File: config.mk
export PLATFORM = sky130hd
export DESIGN_NAME = time_set_ctrl
export DESIGN_NICKNAME = d
export VERILOG_FILES = /design/src/rtl/time_set_ctrl.sv
export SDC_FILE = /design/constraint.sdc
export NUM_CORES = 1
export LEC_CHECK = 0
export ABC_AREA = 1
export CAP_MARGIN = 20
export CORE_ASPECT_RATIO = 1.1
export CORE_MARGIN = 3
export CORE_UTILIZATION = 55
export DETAILED_ROUTE_END_ITERATION = 12
export DONT_BUFFER_PORTS = 1
export GPL_TIMING_DRIVEN = 0
export PLACE_DENSITY = 0.7
export SLEW_MARGIN = 15
export SYNTH_ARGS = -nofsm -noshare
export SYNTH_HDL_FRONTEND = slang
export SYNTH_SLANG_ARGS = --single-unit
File: constraint.sdc
create_clock -name clk_50 -period 4.8 [get_ports clk_50]
set_clock_uncertainty 0.05 [all_clocks]
set_input_delay 0.96 -clock clk_50 [delete_from_list [all_inputs] [get_ports clk_50]]
set_output_delay 0.96 -clock clk_50 [all_outputs]
set_load 0.01 [all_outputs]
File: src/rtl/time_set_ctrl.sv
// time_set_ctrl: two-button edit front-end for the 12-hour BCD clock chain.
// key_mode steps RUN -> SET_HR -> SET_MT -> COMMIT. key_up increments the
// field being edited and auto-repeats while held. COMMIT issues a one-cycle
// load of hour, minute, AM/PM and seconds=00 into the counter chain.
module time_set_ctrl #(
    parameter int DEBOUNCE_CYCLES = 1000000,
    parameter int REPEAT_DELAY    = 25000000,
    parameter int REPEAT_RATE     = 5000000,
    parameter int BLINK_HALF      = 12500000,
    parameter int TIMEOUT         = 500000000
) (
    input  logic       clk_50,
    input  logic       rst_n,
    input  logic       key_mode,
    input  logic       key_up,
    input  logic [4:0] cur_hr,
    input  logic [6:0] cur_mt,
    input  logic       cur_ap,
    output logic [4:0] set_hr,
    output logic [6:0] set_mt,
    output logic [6:0] set_sc,
    output logic       set_ap,
    output logic       load,
    output logic       setting,
    output logic       blank_hr,
    output logic       blank_mt
);

    // Counter widths sized from the parameters so small test values stay small.
    localparam int REP_MAX = (REPEAT_DELAY > REPEAT_RATE) ? REPEAT_DELAY : REPEAT_RATE;
    localparam int DBW     = $clog2(DEBOUNCE_CYCLES + 1);
    localparam int RPW     = $clog2(REP_MAX + 1);
    localparam int BKW     = $clog2(BLINK_HALF + 1);
    localparam int TOW     = $clog2(TIMEOUT + 1);

    localparam logic [DBW-1:0] DB_LAST   = DBW'(DEBOUNCE_CYCLES - 1);
    localparam logic [RPW-1:0] REP_FIRST = RPW'(REPEAT_DELAY);
    localparam logic [RPW-1:0] REP_NEXT  = RPW'(REPEAT_RATE);
    localparam logic [BKW-1:0] BK_LAST   = BKW'(BLINK_HALF - 1);
    localparam logic [TOW-1:0] TO_LAST   = TOW'(TIMEOUT - 1);

    typedef enum logic [1:0] {
        ST_RUN    = 2'd0,
        ST_SET_HR = 2'd1,
        ST_SET_MT = 2'd2,
        ST_COMMIT = 2'd3
    } state_t;

    state_t         state_q, state_d;
    logic [4:0]     hr_q, hr_d;
    logic [6:0]     mt_q, mt_d;
    logic           ap_q, ap_d;

    logic [1:0]     key_raw;
    logic [1:0]     key_press;
    logic           up_level;

    logic [RPW-1:0] rep_cnt_q;
    logic           rep_phase_q;
    logic           rep_fire;

    logic [BKW-1:0] blink_cnt_q;
    logic           blink_q;
    logic [TOW-1:0] to_cnt_q;

    logic           mode_evt;
    logic           up_any_evt;
    logic           up_evt;
    logic           edit_state;
    logic           timeout_hit;

    // ------------------------------------------------------------------
    // BCD helpers
    // ------------------------------------------------------------------
    function automatic logic hr_valid(input logic [4:0] h);
        return ((h[4] == 1'b0) && (h[3:0] >= 4'd1) && (h[3:0] <= 4'd9)) ||
               ((h[4] == 1'b1) && (h[3:0] <= 4'd2));
    endfunction

    function automatic logic mt_valid(input logic [6:0] m);
        return (m[6:4] <= 3'd5) && (m[3:0] <= 4'd9);
    endfunction

    function automatic logic [4:0] hr_inc(input logic [4:0] h);
        logic [4:0] r;
        if (h == 5'h12)
            r = 5'h01;
        else if (h[3:0] == 4'd9)
            r = 5'h10;
        else
            r = h + 5'd1;
        return r;
    endfunction

    function automatic logic [6:0] mt_inc(input logic [6:0] m);
        logic [6:0] r;
        if (m == 7'h59)
            r = 7'h00;
        else if (m[3:0] == 4'd9)
            r = {m[6:4] + 3'd1, 4'd0};
        else
            r = m + 7'd1;
        return r;
    endfunction

    // ------------------------------------------------------------------
    // Per-key synchroniser, debouncer and press detector (bit 0 = mode,
    // bit 1 = up). Buttons are active-low, so "released" is level 1.
    // ------------------------------------------------------------------
    assign key_raw = {key_up, key_mode};

    for (genvar gi = 0; gi < 2; gi++) begin : g_key
        logic           sync1_q;
        logic           sync2_q;
        logic           level_q;
        logic           press_q;
        logic [DBW-1:0] cnt_q;

        // Two-flop sync, then accept a new level after DEBOUNCE_CYCLES
        // consecutive differing samples; a 1->0 acceptance is the press.
        always_ff @(posedge clk_50) begin
            if (!rst_n) begin
                sync1_q <= 1'b1;
                sync2_q <= 1'b1;
                level_q <= 1'b1;
                press_q <= 1'b0;
                cnt_q   <= '0;
            end else begin
                sync1_q <= key_raw[gi];
                sync2_q <= sync1_q;
                press_q <= 1'b0;
                if (sync2_q == level_q) begin
                    cnt_q <= '0;
                end else if (cnt_q == DB_LAST) begin
                    cnt_q   <= '0;
                    level_q <= sync2_q;
                    press_q <= level_q;
                end else begin
                    cnt_q <= cnt_q + 1'b1;
                end
            end
        end

        assign key_press[gi] = press_q;

        if (gi == 1) begin : g_up_level
            assign up_level = level_q;
        end
    end

    // ------------------------------------------------------------------
    // Auto-repeat for key_up: first repeat REPEAT_DELAY cycles after the
    // press, then every REPEAT_RATE cycles, stopping as soon as released.
    // rep_cnt_q holds the number of cycles since the last up event.
    // ------------------------------------------------------------------
    always_comb begin
        rep_fire = 1'b0;
        if (!up_level && !key_press[1])
            rep_fire = (rep_cnt_q == (rep_phase_q ? REP_NEXT : REP_FIRST));
    end

    // Repeat interval counter; restarts on the press and on every repeat.
    always_ff @(posedge clk_50) begin
        if (!rst_n || up_level) begin
            rep_cnt_q   <= '0;
            rep_phase_q <= 1'b0;
        end else if (key_press[1]) begin
            rep_cnt_q   <= RPW'(1);
            rep_phase_q <= 1'b0;
        end else if (rep_fire) begin
            rep_cnt_q   <= RPW'(1);
            rep_phase_q <= 1'b1;
        end else begin
            rep_cnt_q <= rep_cnt_q + 1'b1;
        end
    end

    // Mode has priority: an up event coinciding with mode is dropped.
    assign mode_evt    = key_press[0];
    assign up_any_evt  = key_press[1] | rep_fire;
    assign up_evt      = up_any_evt & ~mode_evt;
    assign edit_state  = (state_q == ST_SET_HR) || (state_q == ST_SET_MT);
    assign timeout_hit = (to_cnt_q == TO_LAST);

    // Idle timer for edit states; any key event restarts it.
    always_ff @(posedge clk_50) begin
        if (!rst_n || !edit_state || mode_evt || up_any_evt)
            to_cnt_q <= '0;
        else
            to_cnt_q <= to_cnt_q + 1'b1;
    end

    // Blink toggle; held off in RUN and restarted by an up event so the
    // freshly edited value is visible at once.
    always_ff @(posedge clk_50) begin
        if (!rst_n || (state_q == ST_RUN) || up_evt) begin
            blink_cnt_q <= '0;
            blink_q     <= 1'b0;
        end else if (blink_cnt_q == BK_LAST) begin
            blink_cnt_q <= '0;
            blink_q     <= ~blink_q;
        end else begin
            blink_cnt_q <= blink_cnt_q + 1'b1;
        end
    end

    // State and edit register update.
    always_ff @(posedge clk_50) begin
        if (!rst_n) begin
            state_q <= ST_RUN;
            hr_q    <= 5'h12;
            mt_q    <= 7'h00;
            ap_q    <= 1'b0;
        end else begin
            state_q <= state_d;
            hr_q    <= hr_d;
            mt_q    <= mt_d;
            ap_q    <= ap_d;
        end
    end

    // Next-state, edit-register and output decode.
    always_comb begin
        state_d  = state_q;
        hr_d     = hr_q;
        mt_d     = mt_q;
        ap_d     = ap_q;
        load     = 1'b0;
        setting  = 1'b0;
        blank_hr = 1'b0;
        blank_mt = 1'b0;
        case (state_q)
            ST_RUN: begin
                if (mode_evt) begin
                    // Sanitise the captured time so edits start from a legal value.
                    hr_d    = hr_valid(cur_hr) ? cur_hr : 5'h12;
                    mt_d    = mt_valid(cur_mt) ? cur_mt : 7'h00;
                    ap_d    = cur_ap;
                    state_d = ST_SET_HR;
                end
            end
            ST_SET_HR: begin
                setting  = 1'b1;
                blank_hr = blink_q;
                if (mode_evt) begin
                    state_d = ST_SET_MT;
                end else if (up_evt) begin
                    hr_d = hr_inc(hr_q);
                    // 11 -> 12 crosses noon/midnight, as the running clock does.
                    if (hr_q == 5'h11)
                        ap_d = ~ap_q;
                end else if (timeout_hit) begin
                    state_d = ST_RUN;
                end
            end
            ST_SET_MT: begin
                setting  = 1'b1;
                blank_mt = blink_q;
                if (mode_evt) begin
                    state_d = ST_COMMIT;
                end else if (up_evt) begin
                    mt_d = mt_inc(mt_q);
                end else if (timeout_hit) begin
                    state_d = ST_RUN;
                end
            end
            ST_COMMIT: begin
                setting = 1'b1;
                load    = 1'b1;
                state_d = ST_RUN;
            end
            default: begin
                state_d = ST_RUN;
            end
        endcase
    end

    assign set_hr = hr_q;
    assign set_mt = mt_q;
    assign set_ap = ap_q;
    assign set_sc = 7'h00;

endmodule

# Word level (Yosys, flattened, before mapping)
# Index checks and enable logic that the tools add are counted.
[totals] reg_bits=143 input_bits=17 output_inout_bits=24 elab_cells=131
[classes] n_addsub=8 magnitude_cmp=5 n_eq_ne=21 muxes=33 bitwise=11 n_reduce_logical=33
[ops] operator="7-bit 2-to-1 mux" n=6
[ops] operator="20-bit by 1-bit adder with 20-bit output (second input constant)" n=2
[ops] operator="20-bit equality test (second input constant)" n=2
[ops] operator="5-bit 2-to-1 mux" n=6
[ops] operator="29-bit by 1-bit adder with 29-bit output (second input constant)" n=1
[ops] operator="29-bit equality test (second input constant)" n=1
[ops] operator="25-bit by 1-bit adder with 25-bit output (second input constant)" n=1
[ops] operator="25-bit equality test" n=1
[ops] operator="25-bit 2-to-1 mux" n=1
[ops] operator="24-bit by 1-bit adder with 24-bit output (second input constant)" n=1
[ops] operator="24-bit equality test (second input constant)" n=1
[ops] operator="3-bit OR reduction" n=6
[ops] operator="7-bit case mux with 2 select lines" n=1
[ops] operator="1-bit 2-to-1 mux" n=11
[ops] operator="5-bit equality test (second input constant)" n=2
[ops] operator="2-bit 2-to-1 mux" n=5
[ops] operator="2-bit inequality test (second input constant)" n=5
[ops] operator="5-bit case mux with 2 select lines" n=1
[ops] operator="1-bit inverter" n=9
[ops] operator="4-bit equality test (second input constant)" n=2
[ops] operator="4-bit less-or-equal comparator (second input constant)" n=2
[ops] operator="1-bit logical OR" n=8
[ops] operator="2-bit case mux with 4 select lines" n=1
[ops] operator="4-bit AND reduction" n=2
[ops] operator="21 further kinds" n=33

# Longest topological paths before layout
[depth] ltp_word=8 ltp_mapped=14 mapped_depth_nobuf=14

# Least setup slack after synthesis
# Ideal clock, no wire load.
[synth_timing] path_type="reg-to-output" startpoint="register state_q[0]" endpoint="output blank_mt" arrival_ps=950 required_time_ps=3790 slack_ps=2840 stages_incl_launch_ff=6 path_buffers=1 cell_sequence="dfxtp_1 > inv_1 > ha_1 > clkbuf_1 > nand2_1 > inv_1"
[synth_via] elab_chain_len=2
[synth_lines] item="start: declaration" line="49" rtl="state_t state_q, state_d;"
[synth_lines] item="start signal: assignment" line="215" rtl="state_q <= state_d;"
[synth_lines] item="2-bit equality test" line="232" rtl="case (state_q)"
[synth_lines] item="1-bit 2-to-1 mux" line="232"
[synth_lines] item="end: declaration" line="26" rtl="output logic blank_mt"
# Every way passes these cells.

# Worst setup path in the final report
# Same ends and word-level chain as after synthesis.

==> flow_summary.toml <==
[setup_path]
critical_path_required_ps = 3790
critPathMaxFanout = 8
critPathKind = "flip-flop to primary output"
cp-end-kind = "primary output"
worstPathArrival_ps = 1680
setup.worst_path.start_class = "flip-flop"

[clock_tree]
clkTransAtPathRegs_ps = 60
cts.path.max_buffers = 2
cts_resized = 0
cts_tree = "built"
clkLatencyLatePin_ps = 420
cts_root_buffer = "clkbuf_16"
clock_sinks = 143
cts_hold_buf = 0
h-tree-depth = 4
post_cts_buffers = 0
cts_made_buffers = 17

[placed_design]
gp_congestion = 0.885
io_buffers = 0
hpwl_mm = 11.5

[floorplan]
fp.dieH_um = 129
top_level_ports = 41
fp.dieArea_um2 = 15200
start_util_pct = 56.8
die_w_um = 118
row_count = 44
core_area_um2 = 13300

[logic_synthesis]
synth-async-reset-ratio_pct = 0
netlist_top_cells_count = "nand2_1, nor2_1, dfxtp_1"
yosysWarnings = 0
synth-seq-cells = 143
synthCells = 1037
yosysMostFrequentCell = "nand2_1"
yosysTopAreaCellShare_pct = 37.9
synth_ff_type = "dfxtp_1"
synth_cell_types = 51
yosys-top-cells-area = "dfxtp_1, nand2_1, nor2_1"
yosys.area.top_type = "dfxtp_1"
syn-cell-area_um2 = 7560
synth_edf_count = 0
yosysSeqAreaShare_pct = 37.9
synth.avg_cell_area_um2 = 7.29

[pwr]
p_per_area_nw_per_um2 = 323
vdd_ir_drop_max_v = 0.000220
p_leak_nw = 3.18
power_mw = 2.74

[detailed_routing]
drtIter0Drc = 396
drc_errors = 0
viasPerCell = 5.08
wl_met3_um = 698
routed_wl_mm = 15.4
vias = 6393
first_pass_iters = 5
dr_wl_met2_mm = 6.91
wl_per_cell_um = 12.2
met1_length_mm = 7.35
dr.max_layer_used = "met4"
postRouteAntennaNets = 0

[layout]
regArea_um2 = 2860
area_growth_pct = 12.0
fillerInstances = 1227
multi_input_area_um2 = 4070
nets = 1094
n_antenna_cell = 0
drive_gt1_share_pct = 12.5
final_core_utilization_pct = 63.6

[timing]
fin_setup_tns_ps = 0
layout_min_cycle_time_ps = 2690
slew_headroom_pct = 63.6
period_share_pct = 56.1
grt_setup_unrepaired = "false"
setup_viol = 0
maxSlewViolCount = 0
worstMarginPinSlew_ps = 544
fmax_mhz = 371
final-hold-violation-count = 0

[flow_run]
max-cap-violations = 0

[global_route]
grt_overflow = 0
grt_max_degree = 17
antenna_found_initial = 0
first_global_vias = 6019
track_usage_pct = 21.4
grt_pass1_wl_mm = 26.7

[status]
outcome = "finished, final reports clean"

[worst_hold_path]
hold_path.class = "flip-flop to flip-flop"
-- report_power, final --
group	leakage (nW)	internal [mW]	switching (mW)
Sequential	1.15	1.20	0.0129
Clock	0.315	0.937	0.492
Combinational	1.71	0.0335	0.0637
Total	3.18	2.17	0.568
-- flip-flops by register name, summed over array words and instances (netlist names) --
| name | cells |
|---|---|
| g_key.cnt_q | 40 |
| to_cnt_q | 29 |
| rep_cnt_q | 25 |
| blink_cnt_q | 24 |
| set_mt | 7 |
| set_hr | 5 |
| g_key.level_q | 2 |
| g_key.press_q | 2 |
| g_key.sync1_q | 2 |
| g_key.sync2_q | 2 |
| state_q | 2 |
| blink_q | 1 |
| rep_phase_q | 1 |
| set_ap | 1 |
-- per-layer routing --
metal | GRT usage (%) | up-vias
li1 | - | 3398
met1 | 26.6 | 2838
met2 | 35.2 | 128
met3 | 5.14 | 29
met4 | 10.0 | 0
met5 | 0 | -
-- worst max-delay path, stage by stage (launching register included) --
cell and delay [ps]:
dfxtp_1 350, inv_1 140, ha_1 160, clkbuf_1 370, nand2_1 110, inv_1 130
-- kinds of logic (layout without fill, tap and decap cells) --
family                   after synthesis  after routing  share of synthesized area [%]
flip-flops                           143            143                           37.9
buffers and inverters                162            194                           8.65
AND/OR/NAND/NOR                      575            575                           38.3
XOR/XNOR                              49             49                           5.68
other                                  1              7                         0.0496
AO/OA/AOI/OAI                         92             92                           6.95
adder cells (fa/ha/maj)               15             15                           2.48
-- per-stage QoR --
step	setup WS (ps)	area [µm²]	hold slack (ps)	std cells
CTS	2110	8470	379	1259
floorplan	2840	7580	343	1043
global route	1980	8470	391	1259
global placement	2610	7820	358	1227
detailed placement	2590	7820	363	1227
finish	2110	8470	372	1259
-- placed cells by master (no fill, tap or decap), types with 12 or more instances in the layout --
cell type and instances:
nand4_1 30, a21oi_1 41, nand2_1 169, nor3_1 52, inv_1 128, dfxtp_1 143, nor2_1 158, o21ai_0 19
xor2_1 33, xnor2_1 16, nand3_1 56, ha_1 15, nor3b_1 12, or2_2 14, clkbuf_16 17
-- path summary, 6_finish.rpt --
kind	cells after the start	slack [ps]	to	start
max	5	2110	blank_mt	state_q[0]
max reg2reg	10	2700	set_mt[4]	state_q[0]
min	1	370	g_key[0].sync2_q	g_key[0].sync1_q
min reg2reg	1	370	g_key[0].sync2_q	g_key[0].sync1_q
-- final cells by class --
class                           count  share of cell area, %
Sequential cell                   143                   33.8
Clock inverter                      9                   1.82
Tap cell                          184                   2.72
Clock buffer                       23                   5.88
Inverter                          140                   6.21
Buffer                             22                   1.52
Multi-Input combinational cell    738                   48.0
No activity file was read; power rests on OpenSTA's default activity.
